--- config.mk ---
export PLATFORM = sky130hd
export DESIGN_NAME = idu
export DESIGN_NICKNAME = d
export VERILOG_FILES = /design/src/rtl/rv64_pkg.sv /design/src/rtl/idu_imm_gen.sv /design/src/rtl/idu.sv
export SDC_FILE = /design/constraint.sdc
export NUM_CORES = 1
export LEC_CHECK = 0
export CAP_MARGIN = 0
export CORE_AREA = 5 5 303 305
export CTS_BUF_LIST = sky130_fd_sc_hd__clkbuf_4
export DETAILED_ROUTE_END_ITERATION = 16
export DIE_AREA = 0 0 308 310
export PLACE_DENSITY = 0.49
export SYNTH_ARGS = -nofsm -noshare
export SYNTH_HDL_FRONTEND = slang
export SYNTH_SLANG_ARGS = --single-unit
--- constraint.sdc ---
create_clock -name clk -period 2.8 [get_ports clk]
set_input_delay 0.56 -clock clk [delete_from_list [all_inputs] [get_ports clk]]
set_output_delay 0.56 -clock clk [all_outputs]
set_load 0.05 [all_outputs]
--- src/rtl/rv64_pkg.sv ---
`default_nettype none
// ============================================================================
//  Module      : rv64_pkg
//  Description : Shared RV64I decode definitions: opcode constants, ALU
//                operation encoding, load/store size codes, immediate format
//                selector, ID/EX pipeline record and small decode helpers.
//  Contents    : OPC_*      7-bit major opcodes
//                alu_op_e   4-bit ALU operation code
//                MEM_*      load/store funct3 size codes
//                imm_fmt_e  immediate format selector for idu_imm_gen
//                idex_t     ID/EX pipeline register contents
//  Revision    : 1.0 - initial release
// ============================================================================
package rv64_pkg;

    localparam int XLEN_W = 64;

    // Major opcodes (instr[6:0])
    localparam logic [6:0] OPC_LUI      = 7'b0110111;
    localparam logic [6:0] OPC_AUIPC    = 7'b0010111;
    localparam logic [6:0] OPC_JAL      = 7'b1101111;
    localparam logic [6:0] OPC_JALR     = 7'b1100111;
    localparam logic [6:0] OPC_BRANCH   = 7'b1100011;
    localparam logic [6:0] OPC_LOAD     = 7'b0000011;
    localparam logic [6:0] OPC_STORE    = 7'b0100011;
    localparam logic [6:0] OPC_OP_IMM   = 7'b0010011;
    localparam logic [6:0] OPC_OP       = 7'b0110011;
    localparam logic [6:0] OPC_OP_IMM32 = 7'b0011011;
    localparam logic [6:0] OPC_OP32     = 7'b0111011;
    localparam logic [6:0] OPC_SYSTEM   = 7'b1110011;

    // ALU operation code carried to EX
    typedef enum logic [3:0] {
        ALU_ADD  = 4'd0,
        ALU_SUB  = 4'd1,
        ALU_SLL  = 4'd2,
        ALU_SLT  = 4'd3,
        ALU_SLTU = 4'd4,
        ALU_XOR  = 4'd5,
        ALU_SRL  = 4'd6,
        ALU_SRA  = 4'd7,
        ALU_OR   = 4'd8,
        ALU_AND  = 4'd9,
        ALU_PASS = 4'd10
    } alu_op_e;

    // Load/store access size (funct3 of LOAD/STORE)
    localparam logic [2:0] MEM_B  = 3'b000;
    localparam logic [2:0] MEM_H  = 3'b001;
    localparam logic [2:0] MEM_W  = 3'b010;
    localparam logic [2:0] MEM_D  = 3'b011;
    localparam logic [2:0] MEM_BU = 3'b100;
    localparam logic [2:0] MEM_HU = 3'b101;
    localparam logic [2:0] MEM_WU = 3'b110;

    // Canonical encodings
    localparam logic [31:0] INSTR_NOP    = 32'h0000_0013;
    localparam logic [31:0] INSTR_EBREAK = 32'h0010_0073;

    // Immediate format selector
    typedef enum logic [2:0] {
        IMM_NONE = 3'd0,
        IMM_I    = 3'd1,
        IMM_S    = 3'd2,
        IMM_B    = 3'd3,
        IMM_U    = 3'd4,
        IMM_J    = 3'd5,
        IMM_SH6  = 3'd6,   // 64-bit shift amount, instr[25:20]
        IMM_SH5  = 3'd7    // 32-bit shift amount, instr[24:20]
    } imm_fmt_e;

    // ID/EX pipeline register contents
    typedef struct packed {
        logic [XLEN_W-1:0] pc;
        logic [XLEN_W-1:0] snxt_pc;
        logic [XLEN_W-1:0] src1;
        logic [XLEN_W-1:0] src2;
        logic [XLEN_W-1:0] rs2_val;
        logic [XLEN_W-1:0] imm;
        logic [4:0]        rs1;
        logic [4:0]        rs2;
        logic [4:0]        rd;
        logic              wen;
        alu_op_e           alu_op;
        logic              word;
        logic              mem_rd;
        logic              mem_wr;
        logic [2:0]        mem_size;
        logic              branch;
        logic [2:0]        br_type;
        logic              jal;
        logic              jalr;
        logic              ebreak;
        logic              illegal;
        logic              valid;
    } idex_t;

    // Which immediate layout an opcode uses. Shift-immediates (funct3 001/101)
    // carry a zero-extended shift amount instead of a signed I immediate.
    function automatic imm_fmt_e imm_fmt_sel(input logic [6:0] opcode,
                                             input logic [2:0] funct3);
        imm_fmt_e fmt;
        fmt = IMM_NONE;
        case (opcode)
            OPC_LUI, OPC_AUIPC:  fmt = IMM_U;
            OPC_JAL:             fmt = IMM_J;
            OPC_JALR, OPC_LOAD:  fmt = IMM_I;
            OPC_BRANCH:          fmt = IMM_B;
            OPC_STORE:           fmt = IMM_S;
            OPC_OP_IMM:          fmt = (funct3[1:0] == 2'b01) ? IMM_SH6 : IMM_I;
            OPC_OP_IMM32:        fmt = (funct3[1:0] == 2'b01) ? IMM_SH5 : IMM_I;
            default:             fmt = IMM_NONE;
        endcase
        return fmt;
    endfunction

    // funct3 -> ALU op. 'alt' is instr[30]; it selects SUB only for register
    // forms (in OP-IMM that bit belongs to the immediate) and SRA for both.
    function automatic alu_op_e alu_op_dec(input logic [2:0] funct3,
                                           input logic       alt,
                                           input logic       reg_op);
        alu_op_e op;
        case (funct3)
            3'b000:  op = (reg_op && alt) ? ALU_SUB : ALU_ADD;
            3'b001:  op = ALU_SLL;
            3'b010:  op = ALU_SLT;
            3'b011:  op = ALU_SLTU;
            3'b100:  op = ALU_XOR;
            3'b101:  op = alt ? ALU_SRA : ALU_SRL;
            3'b110:  op = ALU_OR;
            default: op = ALU_AND;
        endcase
        return op;
    endfunction

endpackage
`default_nettype wire

--- src/rtl/idu_imm_gen.sv ---
`default_nettype none
// ============================================================================
//  Module      : idu_imm_gen
//  Description : Combinational immediate generator. Assembles the I/S/B/U/J
//                immediates (sign-extended to 64 bits) and the zero-extended
//                shift amounts from the instruction word.
//  Ports       : instr_i  in  25  instruction bits [31:7]
//                fmt_i    in   3  immediate format select (imm_fmt_e)
//                imm_o    out 64  immediate value
//  Revision    : 1.0 - initial release
// ============================================================================
module idu_imm_gen
    import rv64_pkg::*;
(
    input  logic [31:7]       instr_i,
    input  imm_fmt_e          fmt_i,
    output logic [XLEN_W-1:0] imm_o
);

    logic sign;
    assign sign = instr_i[31];

    always_comb begin
        imm_o = '0;
        case (fmt_i)
            IMM_I:   imm_o = {{52{sign}}, instr_i[31:20]};
            IMM_S:   imm_o = {{52{sign}}, instr_i[31:25], instr_i[11:7]};
            IMM_B:   imm_o = {{51{sign}}, sign, instr_i[7], instr_i[30:25],
                              instr_i[11:8], 1'b0};
            IMM_U:   imm_o = {{32{sign}}, instr_i[31:12], 12'h000};
            IMM_J:   imm_o = {{43{sign}}, sign, instr_i[19:12], instr_i[20],
                              instr_i[30:21], 1'b0};
            IMM_SH6: imm_o = {58'd0, instr_i[25:20]};
            IMM_SH5: imm_o = {59'd0, instr_i[24:20]};
            default: imm_o = '0;
        endcase
    end

endmodule
`default_nettype wire

--- src/rtl/idu.sv ---
`default_nettype none
// ============================================================================
//  Module      : idu
//  Description : RV64I instruction-decode stage. Decodes the fetch register,
//                reads the register file with write-back bypass, builds the
//                ALU operands and control fields, and loads them into the
//                ID/EX register one cycle later. Detects load-use hazards.
//  Ports       : clk, rstn (sync, active low)
//                idu_update, flush_nop      pipeline control
//                ifu_*                      fetch register contents
//                rs1/rs2_addr, rs1/rs2_data register file read port
//                wb_wen, wb_rd, wb_data     write-back bypass
//                hazard_stop                load-use stall request to fetch
//                idu_*                      ID/EX register outputs
//  Revision    : 1.0 - initial release
// ============================================================================
module idu
    import rv64_pkg::*;
#(
    parameter int              XLEN     = 64,
    parameter logic [XLEN-1:0] RESET_PC = '0
) (
    input  logic            clk,
    input  logic            rstn,
    input  logic            idu_update,
    input  logic            flush_nop,
    input  logic [XLEN-1:0] ifu_pc,
    input  logic [31:0]     ifu_instr,
    input  logic [XLEN-1:0] ifu_snxt_pc,
    input  logic            ifu_valid,
    output logic [4:0]      rs1_addr,
    output logic [4:0]      rs2_addr,
    input  logic [XLEN-1:0] rs1_data,
    input  logic [XLEN-1:0] rs2_data,
    input  logic            wb_wen,
    input  logic [4:0]      wb_rd,
    input  logic [XLEN-1:0] wb_data,
    output logic            hazard_stop,
    output logic [XLEN-1:0] idu_pc,
    output logic [XLEN-1:0] idu_snxt_pc,
    output logic [XLEN-1:0] idu_src1,
    output logic [XLEN-1:0] idu_src2,
    output logic [XLEN-1:0] idu_rs2_val,
    output logic [XLEN-1:0] idu_imm,
    output logic [4:0]      idu_rs1,
    output logic [4:0]      idu_rs2,
    output logic [4:0]      idu_rd,
    output logic            idu_wen,
    output logic [3:0]      idu_alu_op,
    output logic            idu_word,
    output logic            idu_mem_rd,
    output logic            idu_mem_wr,
    output logic [2:0]      idu_mem_size,
    output logic            idu_branch,
    output logic [2:0]      idu_br_type,
    output logic            idu_jal,
    output logic            idu_jalr,
    output logic            idu_ebreak,
    output logic            idu_illegal,
    output logic            idu_valid
);

    // ------------------------------------------------------------------
    // Instruction fields
    // ------------------------------------------------------------------
    logic [6:0] opcode;
    logic [2:0] funct3;
    logic [4:0] rd_field;
    logic       alt_bit;

    assign opcode   = ifu_instr[6:0];
    assign funct3   = ifu_instr[14:12];
    assign rd_field = ifu_instr[11:7];
    assign alt_bit  = ifu_instr[30];
    assign rs1_addr = ifu_instr[19:15];
    assign rs2_addr = ifu_instr[24:20];

    // ------------------------------------------------------------------
    // Immediate
    // ------------------------------------------------------------------
    imm_fmt_e          imm_fmt;
    logic [XLEN_W-1:0] imm;

    assign imm_fmt = imm_fmt_sel(opcode, funct3);

    idu_imm_gen u_imm_gen (
        .instr_i (ifu_instr[31:7]),
        .fmt_i   (imm_fmt),
        .imm_o   (imm)
    );

    // ------------------------------------------------------------------
    // Register operands with write-back bypass. The regfile is written at
    // the same edge that ID/EX captures, so the value being written this
    // cycle must be taken from wb_data. x0 is hard zero.
    // ------------------------------------------------------------------
    logic [XLEN_W-1:0] rs1_val;
    logic [XLEN_W-1:0] rs2_val;

    always_comb begin
        if (rs1_addr == 5'd0)
            rs1_val = '0;
        else if (wb_wen && (wb_rd == rs1_addr))
            rs1_val = wb_data;
        else
            rs1_val = rs1_data;

        if (rs2_addr == 5'd0)
            rs2_val = '0;
        else if (wb_wen && (wb_rd == rs2_addr))
            rs2_val = wb_data;
        else
            rs2_val = rs2_data;
    end

    // ------------------------------------------------------------------
    // Main decode
    // ------------------------------------------------------------------
    idex_t dec;
    logic  writes_rd;

    always_comb begin
        dec           = '0;
        writes_rd     = 1'b0;
        dec.pc        = ifu_pc;
        dec.snxt_pc   = ifu_snxt_pc;
        dec.rs1       = rs1_addr;
        dec.rs2       = rs2_addr;
        dec.imm       = imm;
        dec.rs2_val   = rs2_val;
        dec.src1      = rs1_val;
        dec.src2      = imm;
        dec.alu_op    = ALU_ADD;
        dec.mem_size  = funct3;
        dec.br_type   = funct3;
        dec.valid     = 1'b1;

        case (opcode)
            OPC_LUI: begin
                dec.src1  = '0;
                writes_rd = 1'b1;
            end
            OPC_AUIPC: begin
                dec.src1  = ifu_pc;
                writes_rd = 1'b1;
            end
            // Jumps compute the link value pc+4 in the ALU; the target is
            // formed in EX from pc/rs1 and idu_imm.
            OPC_JAL: begin
                dec.src1  = ifu_pc;
                dec.src2  = 64'd4;
                dec.jal   = 1'b1;
                writes_rd = 1'b1;
            end
            OPC_JALR: begin
                dec.src1  = ifu_pc;
                dec.src2  = 64'd4;
                dec.jalr  = 1'b1;
                writes_rd = 1'b1;
            end
            OPC_BRANCH: begin
                dec.src2   = rs2_val;
                dec.alu_op = ALU_SUB;
                dec.branch = 1'b1;
            end
            OPC_LOAD: begin
                dec.mem_rd = 1'b1;
                writes_rd  = 1'b1;
            end
            OPC_STORE: begin
                dec.mem_wr = 1'b1;
            end
            OPC_OP_IMM: begin
                dec.alu_op = alu_op_dec(funct3, alt_bit, 1'b0);
                writes_rd  = 1'b1;
            end
            OPC_OP: begin
                dec.src2   = rs2_val;
                dec.alu_op = alu_op_dec(funct3, alt_bit, 1'b1);
                writes_rd  = 1'b1;
            end
            OPC_OP_IMM32: begin
                dec.alu_op = alu_op_dec(funct3, alt_bit, 1'b0);
                dec.word   = 1'b1;
                writes_rd  = 1'b1;
            end
            OPC_OP32: begin
                dec.src2   = rs2_val;
                dec.alu_op = alu_op_dec(funct3, alt_bit, 1'b1);
                dec.word   = 1'b1;
                writes_rd  = 1'b1;
            end
            OPC_SYSTEM: begin
                if (ifu_instr == INSTR_EBREAK)
                    dec.ebreak  = 1'b1;
                else
                    dec.illegal = 1'b1;
            end
            default: begin
                dec.illegal = 1'b1;
            end
        endcase

        // Instructions without a destination carry rd=0 so downstream
        // forwarding and hazard logic never match on immediate bits.
        dec.rd  = writes_rd ? rd_field : 5'd0;
        dec.wen = writes_rd && (rd_field != 5'd0);
    end

    // ------------------------------------------------------------------
    // Load-use hazard. Deliberately not gated by flush_nop: the flush wins
    // in the register update below, and fetch prioritises the redirect.
    // ------------------------------------------------------------------
    idex_t idex_q;
    idex_t idex_d;
    logic  uses_rs1;
    logic  uses_rs2;

    assign uses_rs1 = !((opcode == OPC_LUI) || (opcode == OPC_AUIPC) ||
                        (opcode == OPC_JAL));
    assign uses_rs2 = (opcode == OPC_OP)     || (opcode == OPC_OP32) ||
                      (opcode == OPC_BRANCH) || (opcode == OPC_STORE);

    assign hazard_stop = ifu_valid && idex_q.valid && idex_q.mem_rd &&
                         (idex_q.rd != 5'd0) &&
                         ((uses_rs1 && (rs1_addr == idex_q.rd)) ||
                          (uses_rs2 && (rs2_addr == idex_q.rd)));

    // ------------------------------------------------------------------
    // ID/EX next state: a bubble keeps the datapath fields (pc follows
    // ifu_pc) but clears every control bit that could cause a side effect.
    // ------------------------------------------------------------------
    always_comb begin
        idex_d = dec;
        if (flush_nop || hazard_stop || !ifu_valid) begin
            idex_d.valid   = 1'b0;
            idex_d.wen     = 1'b0;
            idex_d.mem_rd  = 1'b0;
            idex_d.mem_wr  = 1'b0;
            idex_d.branch  = 1'b0;
            idex_d.jal     = 1'b0;
            idex_d.jalr    = 1'b0;
            idex_d.ebreak  = 1'b0;
            idex_d.illegal = 1'b0;
            idex_d.rd      = 5'd0;
        end
    end

    always_ff @(posedge clk) begin
        if (!rstn) begin
            idex_q    <= '0;
            idex_q.pc <= RESET_PC;
        end else if (idu_update) begin
            idex_q    <= idex_d;
        end
    end

    // ------------------------------------------------------------------
    // Outputs
    // ------------------------------------------------------------------
    assign idu_pc       = idex_q.pc;
    assign idu_snxt_pc  = idex_q.snxt_pc;
    assign idu_src1     = idex_q.src1;
    assign idu_src2     = idex_q.src2;
    assign idu_rs2_val  = idex_q.rs2_val;
    assign idu_imm      = idex_q.imm;
    assign idu_rs1      = idex_q.rs1;
    assign idu_rs2      = idex_q.rs2;
    assign idu_rd       = idex_q.rd;
    assign idu_wen      = idex_q.wen;
    assign idu_alu_op   = idex_q.alu_op;
    assign idu_word     = idex_q.word;
    assign idu_mem_rd   = idex_q.mem_rd;
    assign idu_mem_wr   = idex_q.mem_wr;
    assign idu_mem_size = idex_q.mem_size;
    assign idu_branch   = idex_q.branch;
    assign idu_br_type  = idex_q.br_type;
    assign idu_jal      = idex_q.jal;
    assign idu_jalr     = idex_q.jalr;
    assign idu_ebreak   = idex_q.ebreak;
    assign idu_illegal  = idex_q.illegal;
    assign idu_valid    = idex_q.valid;

endmodule
`default_nettype wire

After elaboration in Yosys (flattened, before gate mapping)
Index checks and enable logic that the tools add are counted.
W data, S select, Z words.
{ "classes": {"n_eq_ne": 31, "n_mux": 31, "reduce_logical": 34} }
{ "ops": {"columns": ["op", "count"], "rows": [
  ["$pmux W64 S7", 1],
  ["$mux W64", 4],
  ["$pmux W64 S2", 2],
  ["$pmux W4 S7", 2],
  ["$eq A32 B21 Y1 const B", 1],
  ["$eq A7 B6 Y1 const B", 4],
  ["$eq A7 B7 Y1 const B", 4],
  ["$eq A3 B3 Y1 const B", 7],
  ["$eq A7 B5 Y1 const B", 3],
  ["$pmux W3 S7", 1],
  ["$eq A5 B5 Y1", 4],
  ["$mux W1", 13],
  ["$eq A3 B2 Y1 const B", 4],
  ["$pmux W4 S3", 1],
  ["$reduce_or A2 Y1", 6],
  ["$reduce_or A11 Y1", 1],
  ["$logic_not A5 Y1", 2],
  ["$mux W5", 2],
  ["$reduce_bool A5 Y1", 2],
  ["$logic_and A1 B1 Y1", 9],
  ["$reduce_or A9 Y1", 1],
  ["$logic_or A1 B1 Y1", 8],
  ["$eq A7 B2 Y1 const B", 1],
  ["$eq A3 B1 Y1 const B", 2],
  ["other kinds (8)", 11]
]} }
{ "totals": {"regBits": 416, "inputBits": 363, "word_cells": 117} }

Depth between registers and ports, before layout
{ "logic_depth": {"depth_word": 10, "depth_mapped": 8, "ltp_nobuf": 5} }

Hierarchy
From an unflattened synthesis, not the netlist that was laid out.
{ "hier_totals": {"hier_cells": 2298, "hier_area_um2": 19627.6} }
{ "by_module_without_submodules": {"columns": ["mod", "n_inst", "cells_each", "area_per_inst_um2", "seq_area_each_um2"], "rows": [
  ["idu", 1, 2194, 18840.6, 8328.0],
  ["idu_imm_gen", 1, 104, 787.0, 0.0]
]} }

Least setup slack after synthesis
Ideal clock, no wire load.
{ "synth_path": {"kind": "input to output", "startpoint": "input ifu_instr[3]", "endpoint": "output hazard_stop", "arrival_time_ps": 1867, "required_time_ps": 2240, "slack_ps": 373, "cell_stages": 5, "cell_sequence": "buf_2 -> or2_1 -> or3_1 -> o21ai_0 -> a21o_1"} }
{ "synth_via": {"elab_chain_len": 7} }
{ "synth_lines": {"columns": ["item", "line_no", "text"], "rows": [
  ["from (decl)", "idu.sv:28", "input logic [31:0] ifu_instr,"],
  ["$eq A7 B6 Y1, or another cell as far along", "idu.sv:219", "assign uses_rs1 = !((opcode == OPC_LUI) || (opcode == OPC_AUIPC) ||"],
  ["$logic_or A1 B1 Y1, on equally long branches (2 in series)", "idu.sv:219, idu.sv:221", null],
  ["$logic_not A1 Y1 / $logic_or A1 B1 Y1 (equally long branches)", "idu.sv:219, idu.sv:222", null],
  ["$logic_and A1 B1 Y1, on equally long branches", "idu.sv:226, idu.sv:227", null],
  ["$logic_or A1 B1 Y1 *", "idu.sv:226", "((uses_rs1 && (rs1_addr == idex_q.rd)) ||"],
  ["$logic_and A1 B1 Y1 *", "idu.sv:225", "(idex_q.rd != 5'd0) &&"],
  ["to (decl)", "idu.sv:38", "output logic hazard_stop,"]
]} }
Mark *: on every way between the ends. The rest lies on a longest branch, timed or not.

Final worst setup path
{ "layout_path": {"startpoint": "register idex_q, in the netlist idu_rd[1]", "endpoint": "output hazard_stop"} }
{ "layout_via": {"elab_chain_len": 4} }
{ "layout_lines": {"columns": ["item", "line_no", "text"], "rows": [
  ["from (decl)", "idu.sv:214", "idex_t idex_q;"],
  ["from (signal assigned)", "idu.sv:254", "idex_q <= idex_d;"],
  ["$eq A5 B5 Y1, on equally long branches", "idu.sv:226, idu.sv:227", null],
  ["$logic_and A1 B1 Y1, on equally long branches", "idu.sv:226, idu.sv:227", null],
  ["$logic_or A1 B1 Y1", "idu.sv:226", null],
  ["$logic_and A1 B1 Y1 *", "idu.sv:225", null]
]} }
Marked as above.

==> qor.csv <==
metric,value,unit
status,finished with violations,
violations,setup timing,
drv_cap,0,
area_delta_synth_final,72.9,%
drv_slew,0,
grt_use_total,18.5,%
r2r-end,idu_wen,
drive_above_1_share,16.9,%
coreArea,89000,µm²
critPathBufInv,1,
ff2ff_path_depth,6,
hold_depth,3,
grt_pass1_wl,129,mm
wl_met2,45.8,mm
syn_nets,2108,
clk_path_buf_depth,3,
grt_pass1_vias,17800,
power.density,520,nW/µm²
yosysWarnings,0,
ant_nets,0,
hold_class,in2reg,
avgSynthCellArea,9.23,µm²
ys_async_sr_fraction,0,%
ys.flop_type,dfxtp_1,
die_area,95500,µm²
die_h,310,µm
fmax,0.327,GHz
synth_edf_count,0,
post_drt_wl_per_cell,24.2,µm
grt_overflow,0,
top_layer,met5,
path_max_fanout,2,
start_kind,flop,
avgViaCountPerCell,4.37,
finalSetupViolCount,1,
layout_min_cycle_time,3.06,ns
cp_slowest_cell,or4_4,
clk_latency,0.97,ns
place_congestion,0.964,
cts_sinks,384,
root_buffer,clkbuf_4,
htree_levels,3,
ir_drop,0.254,mV
sw_frac_of_total,33.1,%
preCtsSetupSlack,-0.469,ns
pin_count,793,
clkPwrFrac,37.0,%
seqPwrFrac,40.6,%
placement.io_buffers,792,
yosys.cell_types.count,76,
synthCells,1745,
drt_iter0_markers,1144,
netlist_area,16100,µm²
synth_seq_cells,384,
tritoncts,yes,
grt_max_degree,137,
critPathTopFamily,simple AND/OR/NAND/NOR gates,
relSlewSlack,31.9,%
cts_made_buffers,115,
final-hold-violation-count,0,
vias,17200,
fp.dieW,308,µm
crit_required,2.24,ns
setup_slack,-0.262,ns
wl_met3,8.11,mm
cp-end-kind,primary output,
worst_hold_slack,0.174,ns
antenna_found_initial,15,
layout.nets,3025,
p_int,9.68,mW
period_share,109,%
leakage,11.6,nW
r2r_slack,0.36,ns
p_sw,4.78,mW
crit_arrival,2.50,ns
initial_core_util,18.1,%
hold-path-endpoint,idu_pc[26],
rows,110,
fin_worst_skew,0.0417,ns
worstMarginPinSlew,1.01,ns
drt-met1-wl,38.3,mm
crit_type,reg2out,
r2r-start,idu_rd[1],
max_stage_delay,0.54,ns
path_cells,or4_4 > o2111ai_4 > nor4_4 > a21o_1 > buf_12,
hp-start,ifu_pc[26],
firstDrtPassIters,5,
drcViolationCount,0,
rsz0062_at_grt,yes,
hpwl,73.3,mm
comb_power_share,22.4,%
drt-total-wl,94.8,mm
clk_pin_slew,0.06,ns
ys_seq_area_share,47.7,%
[per-stage QoR]
step | cell area, µm² | cells | TNS (ns) | utilization (%) | total power [mW]
2_1_floorplan | 16100 | 1745 | 0 | - | 7.59
3_3_place_gp | 26500 | 3717 | -16.09 | 29.8 | 9.33
3_5_place_dp | 26500 | 3717 | -18.93 | 29.8 | 9.35
4_1_cts | 27800 | 3913 | -0.416 | 31.2 | 14.8
5_1_grt | 27800 | 3920 | -0.732 | 31.2 | 15.2
6_report | 27800 | 3925 | -0.262 | 31.3 | 14.5
[power groups by stage]
stage	combinational (mW)	sequential, mW	clock, mW
2_1_floorplan	0.730	6.86	0
3_3_place_gp	3.34	5.99	0
3_5_place_dp	3.35	6.00	0
4_1_cts	3.26	5.87	5.61
5_1_grt	3.38	5.90	5.88
6_report	3.23	5.88	5.36
[cell usage in the layout (no fill, tap or decap), drive strengths merged, types with 9 or more instances in the layout]
| master | synthesis | layout |
|---|---|---|
| clkdlybuf4s50 | 0 | 490 |
| dfxtp | 384 | 384 |
| dlygate4sd2 | 0 | 231 |
| nand2 | 226 | 226 |
| buf | 86 | 213 |
| mux2i | 206 | 206 |
| a21oi | 168 | 168 |
| clkbuf | 103 | 156 |
| nor2 | 103 | 103 |
| o22ai | 96 | 96 |
| o21ai | 86 | 86 |
| nor2b | 62 | 62 |
| clkdlybuf4s15 | 0 | 32 |
| clkinv | 1 | 32 |
| a22oi | 24 | 24 |
| o211ai | 22 | 22 |
| dlymetal6s2s | 0 | 20 |
| inv | 12 | 14 |
| a32o | 13 | 13 |
| diode | 0 | 12 |
| xnor2 | 11 | 11 |
| a221o | 11 | 11 |
| xor2 | 10 | 10 |
| a21boi | 10 | 10 |
| nor3 | 9 | 9 |
[cell families after synthesis]
logic type | after synthesis | synth area share (%)
AOI/OAI and AO/OA | 474 | 19.0
buffers and inverters | 202 | 6.25
muxes | 207 | 12.9
xor gates and xnor gates | 21 | 1.14
DFF | 384 | 47.7
and+or+nand+nor | 457 | 13.0
[cell usage after synthesis, types with 9 or more instances]
| library cell | instances | area share [%] |
|---|---|---|
| a21boi_0 | 10 | 0.47 |
| a21oi_1 | 167 | 5.2 |
| a221o_1 | 11 | 0.68 |
| a22oi_1 | 24 | 1.1 |
| a32o_1 | 13 | 0.81 |
| buf_1 | 9 | 0.21 |
| buf_2 | 21 | 0.65 |
| buf_4 | 53 | 2.5 |
| clkbuf_1 | 103 | 2.4 |
| dfxtp_1 | 384 | 48 |
| inv_1 | 10 | 0.23 |
| mux2i_1 | 206 | 13 |
| nand2_1 | 226 | 5.3 |
| nor2_1 | 103 | 2.4 |
| nor2b_1 | 62 | 2.4 |
| o211ai_2 | 20 | 1.6 |
| o21ai_0 | 86 | 2.7 |
| o22ai_1 | 96 | 3.7 |
| xnor2_1 | 11 | 0.60 |
| xor2_1 | 10 | 0.54 |
[cell type report]
class                      count  area, µm²
tap                         1176       1470
sequential                   384       7700
multi-input combinational   1159       7520
fill                        9382      61200
antenna                       12       30.0
clock inverter                37        210
clock buffer                 155       1160
inverter                      13       58.8
timing repair buffer         989       9680
[worst max-delay path by stage]
stage	start	to	slack [ns]	depth (start not counted)
global placement	wb_rd[3]	idu_src2[2]	-0.41	8
finish	idu_rd[1]	hazard_stop	-0.26	5
global route	idu_rd[0]	hazard_stop	-0.43	5
CTS	idu_rd[1]	hazard_stop	-0.42	5
detailed placement	wb_rd[3]	idu_src2[2]	-0.47	8
floorplan	ifu_instr[3]	hazard_stop	0.37	5
[flip-flops by register name, indices dropped and copies added (netlist names), 3 cells and up]
name         count
idu_alu_op       4
idu_br_type      3
idu_imm         32
idu_pc          64
idu_rd           5
idu_rs1          5
idu_rs2          5
idu_rs2_val     64
idu_snxt_pc     64
idu_src1        64
idu_src2        64
[routing by layer]
metal / global-route usage, % / vias up
met5: 0 / -
li1: - / 8081
met3: 6.79 / 133
met1: 22.0 / 8205
met2: 31.2 / 729
met4: 5.95 / 6
[repair_timing]
action                                  in CTS  in global routing
gates resized for setup                    339                 20
endpoints found under the setup margin     264                 21
setup buffers                                2                  0
pin swaps                                    4                  1
endpoints found under the hold margin        8                  0
hold buffers                                 2                  0
[worst reg2reg max path: stages, from the launching register on]
cell and delay (ns):
dfxtp_4 0.34, or4_4 0.54, o2111ai_4 0.27, nor4_4 0.07
buf_4 0.14, a211oi_2 0.74, a32o_1 0.28
(Power assumes the default switching activity.)
